`src/rtl/id_scoreboard_pkg.sv`:
```
// Shared widths and the forward-select result type for the decode operand-hazard unit.
package id_scoreboard_pkg;

   localparam int SB_NREG    = 32;
   localparam int REG_W      = 5;
   localparam int DATA_W     = 32;
   // One forward source as a producer sees it: valid, data_ok, dest, data.
   localparam int FWD_SRC_WD = 1 + 1 + REG_W + DATA_W;

   typedef struct packed {
      logic              hit;
      logic              ok;
      logic [DATA_W-1:0] data;
   } fwd_sel_t;

endpackage

```
`src/rtl/id_fwd_sel.sv`:
```
// Priority match of one decode operand against NFWD forward sources; index 0 (youngest) wins.
module id_fwd_sel
   import id_scoreboard_pkg::*;
#(
   parameter int NFWD = 3
) (
   input  logic [REG_W-1:0]       raddr,
   input  logic [NFWD-1:0]        fwd_valid,
   input  logic [NFWD-1:0]        fwd_data_ok,
   input  logic [REG_W*NFWD-1:0]  fwd_dest,
   input  logic [DATA_W*NFWD-1:0] fwd_data,
   output fwd_sel_t               sel
);

   // Walk oldest to youngest so the youngest match is the last one written.
   always_comb begin
      sel = '0;
      for (int i = NFWD - 1; i >= 0; i--) begin
         if (fwd_valid[i] && (fwd_dest[i*REG_W +: REG_W] == raddr)) begin
            sel.hit  = 1'b1;
            sel.ok   = fwd_data_ok[i];
            sel.data = fwd_data[i*DATA_W +: DATA_W];
         end
      end
   end

endmodule

```
`src/rtl/id_scoreboard.sv`:
```
// Decode operand-hazard unit: per-register pending counters, forwarding, ready_go interlock.
// Build option SB_FWD_EN enables operand forwarding; without it the unit is a pure interlock.
module id_scoreboard
   import id_scoreboard_pkg::*;
#(
   parameter int NFWD  = 3,
   parameter int CNT_W = 2
) (
   input  logic                     clk,
   input  logic                     resetn,
   input  logic [REG_W-1:0]         raddr1,
   input  logic [REG_W-1:0]         raddr2,
   input  logic [DATA_W-1:0]        rf_rdata1,
   input  logic [DATA_W-1:0]        rf_rdata2,
   input  logic [NFWD-1:0]          fwd_valid,
   input  logic [NFWD-1:0]          fwd_data_ok,
   input  logic [REG_W*NFWD-1:0]    fwd_dest,
   input  logic [DATA_W*NFWD-1:0]   fwd_data,
   input  logic                     issue_fire,
   input  logic                     issue_we,
   input  logic [REG_W-1:0]         issue_dest,
   input  logic                     retire_we,
   input  logic [REG_W-1:0]         retire_dest,
   input  logic                     flush_all,
   input  logic                     ds_valid_in,
   output logic [DATA_W-1:0]        rs1_value,
   output logic [DATA_W-1:0]        rs2_value,
   output logic                     ready_go,
   output logic [31:0]              stall_cnt
);

   localparam logic [CNT_W-1:0] PEND_MAX = '1;

   // Handshake: ready_go is the decode-side ready; issue_fire is the valid&&ready
   // transfer and may only be raised in a cycle where ready_go is 1.

   logic [CNT_W-1:0] pend [SB_NREG];
   fwd_sel_t         sel1, sel2;
   logic             res1, res2;

   id_fwd_sel #(.NFWD(NFWD)) u_sel1 (
      .raddr(raddr1), .fwd_valid(fwd_valid), .fwd_data_ok(fwd_data_ok),
      .fwd_dest(fwd_dest), .fwd_data(fwd_data), .sel(sel1)
   );

   id_fwd_sel #(.NFWD(NFWD)) u_sel2 (
      .raddr(raddr2), .fwd_valid(fwd_valid), .fwd_data_ok(fwd_data_ok),
      .fwd_dest(fwd_dest), .fwd_data(fwd_data), .sel(sel2)
   );

`ifdef SB_FWD_EN
   always_comb begin
      res1      = 1'b1;
      rs1_value = '0;
      if (raddr1 != '0) begin
         res1      = sel1.hit ? sel1.ok : (pend[raddr1] == '0);
         rs1_value = sel1.hit ? sel1.data : rf_rdata1;
      end
      res2      = 1'b1;
      rs2_value = '0;
      if (raddr2 != '0) begin
         res2      = sel2.hit ? sel2.ok : (pend[raddr2] == '0);
         rs2_value = sel2.hit ? sel2.data : rf_rdata2;
      end
   end
`else
   // A forward hit still means a writer is in flight, so it blocks just like pend.
   logic unused_fwd;
   assign unused_fwd = ^{sel1.ok, sel1.data, sel2.ok, sel2.data};

   always_comb begin
      res1      = (raddr1 == '0) || (!sel1.hit && (pend[raddr1] == '0));
      rs1_value = (raddr1 == '0) ? '0 : rf_rdata1;
      res2      = (raddr2 == '0) || (!sel2.hit && (pend[raddr2] == '0));
      rs2_value = (raddr2 == '0) ? '0 : rf_rdata2;
   end
`endif

   assign ready_go = res1 && res2 && !(issue_we && (pend[issue_dest] == PEND_MAX));

   always_ff @(posedge clk or negedge resetn) begin
      if (!resetn) begin
         for (int r = 0; r < SB_NREG; r++) pend[r] <= '0;
      end else if (flush_all) begin
         for (int r = 0; r < SB_NREG; r++) pend[r] <= '0;
      end else begin
         // pend[0] is never written, so it stays at its reset value of zero.
         for (int r = 1; r < SB_NREG; r++) begin
            if (issue_fire && issue_we && (issue_dest == REG_W'(r)) &&
                !(retire_we && (retire_dest == REG_W'(r))) && (pend[r] != PEND_MAX))
               pend[r] <= pend[r] + 1'b1;
            else if (retire_we && (retire_dest == REG_W'(r)) &&
                     !(issue_fire && issue_we && (issue_dest == REG_W'(r))) && (pend[r] != '0))
               pend[r] <= pend[r] - 1'b1;
         end
      end
   end

   always_ff @(posedge clk or negedge resetn) begin
      if (!resetn)
         stall_cnt <= '0;
      else if (ds_valid_in && !ready_go && (stall_cnt != 32'hFFFF_FFFF))
         stall_cnt <= stall_cnt + 32'd1;
   end

`ifndef SYNTHESIS
   always_ff @(posedge clk) begin
      if (resetn && !flush_all && retire_we && (retire_dest != '0) &&
          !(issue_fire && issue_we && (issue_dest == retire_dest)))
         assert (pend[retire_dest] != '0)
            else $error("id_scoreboard: retire of r%0d with no pending writer", retire_dest);
   end
`endif

endmodule

```
`config.mk`:
```
export PLATFORM = sky130hd
export DESIGN_NAME = id_scoreboard
export DESIGN_NICKNAME = d
export VERILOG_FILES = /design/src/rtl/id_scoreboard_pkg.sv /design/src/rtl/id_fwd_sel.sv /design/src/rtl/id_scoreboard.sv
export SDC_FILE = /design/constraint.sdc
export NUM_CORES = 1
export LEC_CHECK = 0
export ABC_AREA = 1
export ABC_CLOCK_PERIOD_IN_PS = 3900
export CAP_MARGIN = 10
export CORE_ASPECT_RATIO = 1.2
export CORE_MARGIN = 1.5
export CORE_UTILIZATION = 44
export DETAILED_ROUTE_END_ITERATION = 6
export PLACE_DENSITY = 0.87
export SLEW_MARGIN = 40
export SYNTH_ARGS = -nofsm -noshare
export SYNTH_HDL_FRONTEND = slang
export SYNTH_HIERARCHICAL = 1
export SYNTH_SLANG_ARGS = --single-unit
```
`constraint.sdc`:
```
create_clock -name clk -period 3.9 [get_ports clk]
set_input_delay 0.39 -clock clk [delete_from_list [all_inputs] [get_ports clk]]
set_output_delay 0.39 -clock clk [all_outputs]
set_load 0.01 [all_outputs]
```
==> results by stage <==
Route:
- Before antenna repair, the detailed router went through 5 iterations.
- The detail route stage leaves a number of antenna-violating nets equal to 0.
- Summed over all layers, the routed wires come to around 27000 µm.
- In the final routed layout, each cell accounts on average for ~13 µm.
- The via count is about 10000.
- Dividing the detail-routed via count by the number of cells gives 5.112.
- The number of DRC markers after the initial detailed-route iteration is approximately 770.
- For this run, design rule violations remaining after detail routing come to 0.

Floorplanning:
- The die covers between 20000 and 25000 µm².
- For this configuration, the core starts out at a cell density of 0.4457.
- The floorplan step set the die width to roughly 130 µm.
- Row generation in the floorplan step produced 56 rows.
- The count of boundary I/O pins is 305.
- The vertical die dimension is about 160 µm.
- The core region is between 15000 and 20000 µm².

Worst setup path:
- By startpoint and endpoint, the worst setup path is classified as in -> out.
- The critical path endpoint category is an output port.
- Along the worst path, the maximum fanout reaches 13.
- STA puts the critical path data required time at between 3 and 4 ns.
- STA classifies the critical path startpoint as an input pin.
- The data arrival time of the worst path is approximately 3.2 ns.
- The worst-case register-to-register setup slack is around 1.2 ns.

STA:
- After layout, the worst setup slack is 0.3481 ns.
- The pin slew with the least headroom to its limit is ~0.68 ns.
- Setup repair after global routing left no endpoint under its margin.
- Between clock sinks in the finished design, the worst skew comes to around 0.015 ns.
- The setup-violating endpoint count in the final report is 0.
- The number of slew-limit violations in the final report is 0.
- The tightest slew margin relative to the limit is 0.5391.
- Dividing the final minimum period by the clock period gives 0.9107.
- Timing would allow up to 281.5 MHz.
- Setup total negative slack on the finished layout was measured at 0 ns.
- After layout, the minimum clock period comes to 3.552 ns.
- The number of endpoints with negative hold slack in the final report is 0.

Clock tree:
- The CTS clock-pin slew for the worst setup and hold paths is 0.08 ns.
- CTS placed an instance of clkbuf_16 at the clock tree root.
- After clock tree synthesis, the setup repair step added 0 buffers.
- Buffers inserted to repair hold after CTS numbered 1.
- Gates resized during post-CTS repair numbered 0.
- The clock latency on the worst-skew pair is around 0.36 ns.
- The H-tree was split into 3 levels.
- The number of clock buffers added by TritonCTS is 9.
- TritonCTS built the clock tree.
- The buffer depth of the longest clock path is 2.
- For this design, the sink count on the clock tree is 94.

Global route:
- The global-route total usage across every layer is 0.2658.
- The wire length of the first global-routing pass is 43360 µm.
- The initial antenna violation count is 0.
- The number of global-route vias before repair came to 9486.
- After global routing the overflow that remains totals 0.
- Entering global routing, the biggest net connects 57 pins.

Placement:
- Timing analysis after detailed placement gives a worst setup slack of 0.4306 ns.
- The number of buffers added on ports is around 200.
- Detailed placement ended at an HPWL of ~21000 µm.
- Routability-driven placement finished with a final weighted congestion of a little over 1.

Hold path:
- The worst hold path class is in -> async.

Synthesis:
- The net count after synthesis is approximately 1800.
- The average instance area after synthesis is 5.537 µm².
- The cell count after synthesis is between 1500 and 2000.
- The Yosys warning count is 6.
- The mapped netlist covers just under 9000 µm².

Layout:
- The number of nets in the finished design is between 1500 and 2000.
- Relative to the synthesized area, the layout overhead comes to 28.73%.
- In the final layout, the share of cells above drive strength 1 is 0.03431.
- The antenna diode count is 0.

Pwr:
- IR analysis of the VDD net gives a maximum drop of between 0.0002 and 0.00025 V.
- In this run the power density over the cells is 299.3 nW/µm².
- Summed over all cells, the static leakage comes to 5.546 nW.

Flow run:
- The max-capacitance violation count is 0.

Outcome:
- The flow ran to the end, and the final reports show no timing, DRC or antenna violations.
-- cell type report --
class                      instances  area [µm²]
fill                            1899        8274
multi-input combinational       1166        5050
sequential                        94        2352
timing repair buffer             217        2155
inverter                         256       960.9
tap                              261       326.6
clock buffer                       9       225.2
clock inverter                     7       65.06
-- final timing paths --
| path | from | endpoint | depth (start not counted) |
|---|---|---|---|
| min in group clk | stall_cnt[22]$_DFFE_PN0P_ | stall_cnt[22]$_DFFE_PN0P_ | 2 |
| hold / removal | resetn | pend[58]$_DFFE_PN0P_ | 2 |
| setup / recovery | issue_dest[1] | ready_go | 14 |
| hold reg to reg | stall_cnt[22]$_DFFE_PN0P_ | stall_cnt[22]$_DFFE_PN0P_ | 2 |
| setup reg to reg | stall_cnt[0]$_DFFE_PN0P_ | stall_cnt[30]$_DFFE_PN0P_ | 14 |
| max in group asynchronous | resetn | pend[32]$_DFFE_PN0P_ | 3 |
-- per-layer routing --
metal | track usage | share of wire | vias up
li1 | - | - | 5167
met1 | 0.3036 | 0.39 | 4556
met2 | 0.4789 | 0.50 | 486
met3 | 0.03932 | 0.075 | 67
met4 | 0.1266 | 0.039 | 0
met5 | 0 | 0 | -
-- cells in the final DEF, fill, tap and decap left out, types with 10 or more instances in the layout --
cell	instances
dfrtp_1	94
o22ai_1	28
nor2_2	10
buf_4	11
nand2_1	549
inv_1	244
clkdlybuf4s50_1	204
nor2_1	253
a21oi_1	27
nand3_1	133
o21ai_0	82
o21ai_1	12
xnor2_1	11
nor3_1	17
inv_2	12
-- state kept, by name, summed over array words and instances (netlist names) --
register and flops:
pend 62, stall_cnt 32
-- power by group --
group,leakage [nW],total [mW],switching [mW],internal (mW)
clock,0.140,0.890,0.442,0.448
combinational,4.18,1.21,0.720,0.488
sequential,1.23,1.23,0.135,1.10
-- worst max-delay path: stages --
cell	delay (ns)
clkdlybuf4s50_1	0.79
inv_2	0.19
nand2_2	0.32
nor2_1	0.08
nor2_1	0.10
nand2_1	0.06
nand2_1	0.08
nand2_1	0.06
o21ai_1	0.11
nand2_1	0.06
nand3_1	0.13
nand3_2	0.15
inv_1	0.08
clkdlybuf4s50_1	0.53
-- per-stage QoR --
step           hold WS, ns  instances  total power [mW]  cell area (µm²)    util
2_1_floorplan      0.09441       1562             1.948             8650       -
3_3_place_gp        0.3144       1993             2.398            10830  0.5582
3_5_place_dp        0.3125       1993             2.437            10830  0.5582
4_1_cts             0.4869       2010             3.325            11130  0.5737
5_1_grt             0.5158       2010             3.541            11130  0.5737
6_report            0.4798       2010             3.332            11130  0.5737
No activity file was read; power rests on OpenSTA's default activity.
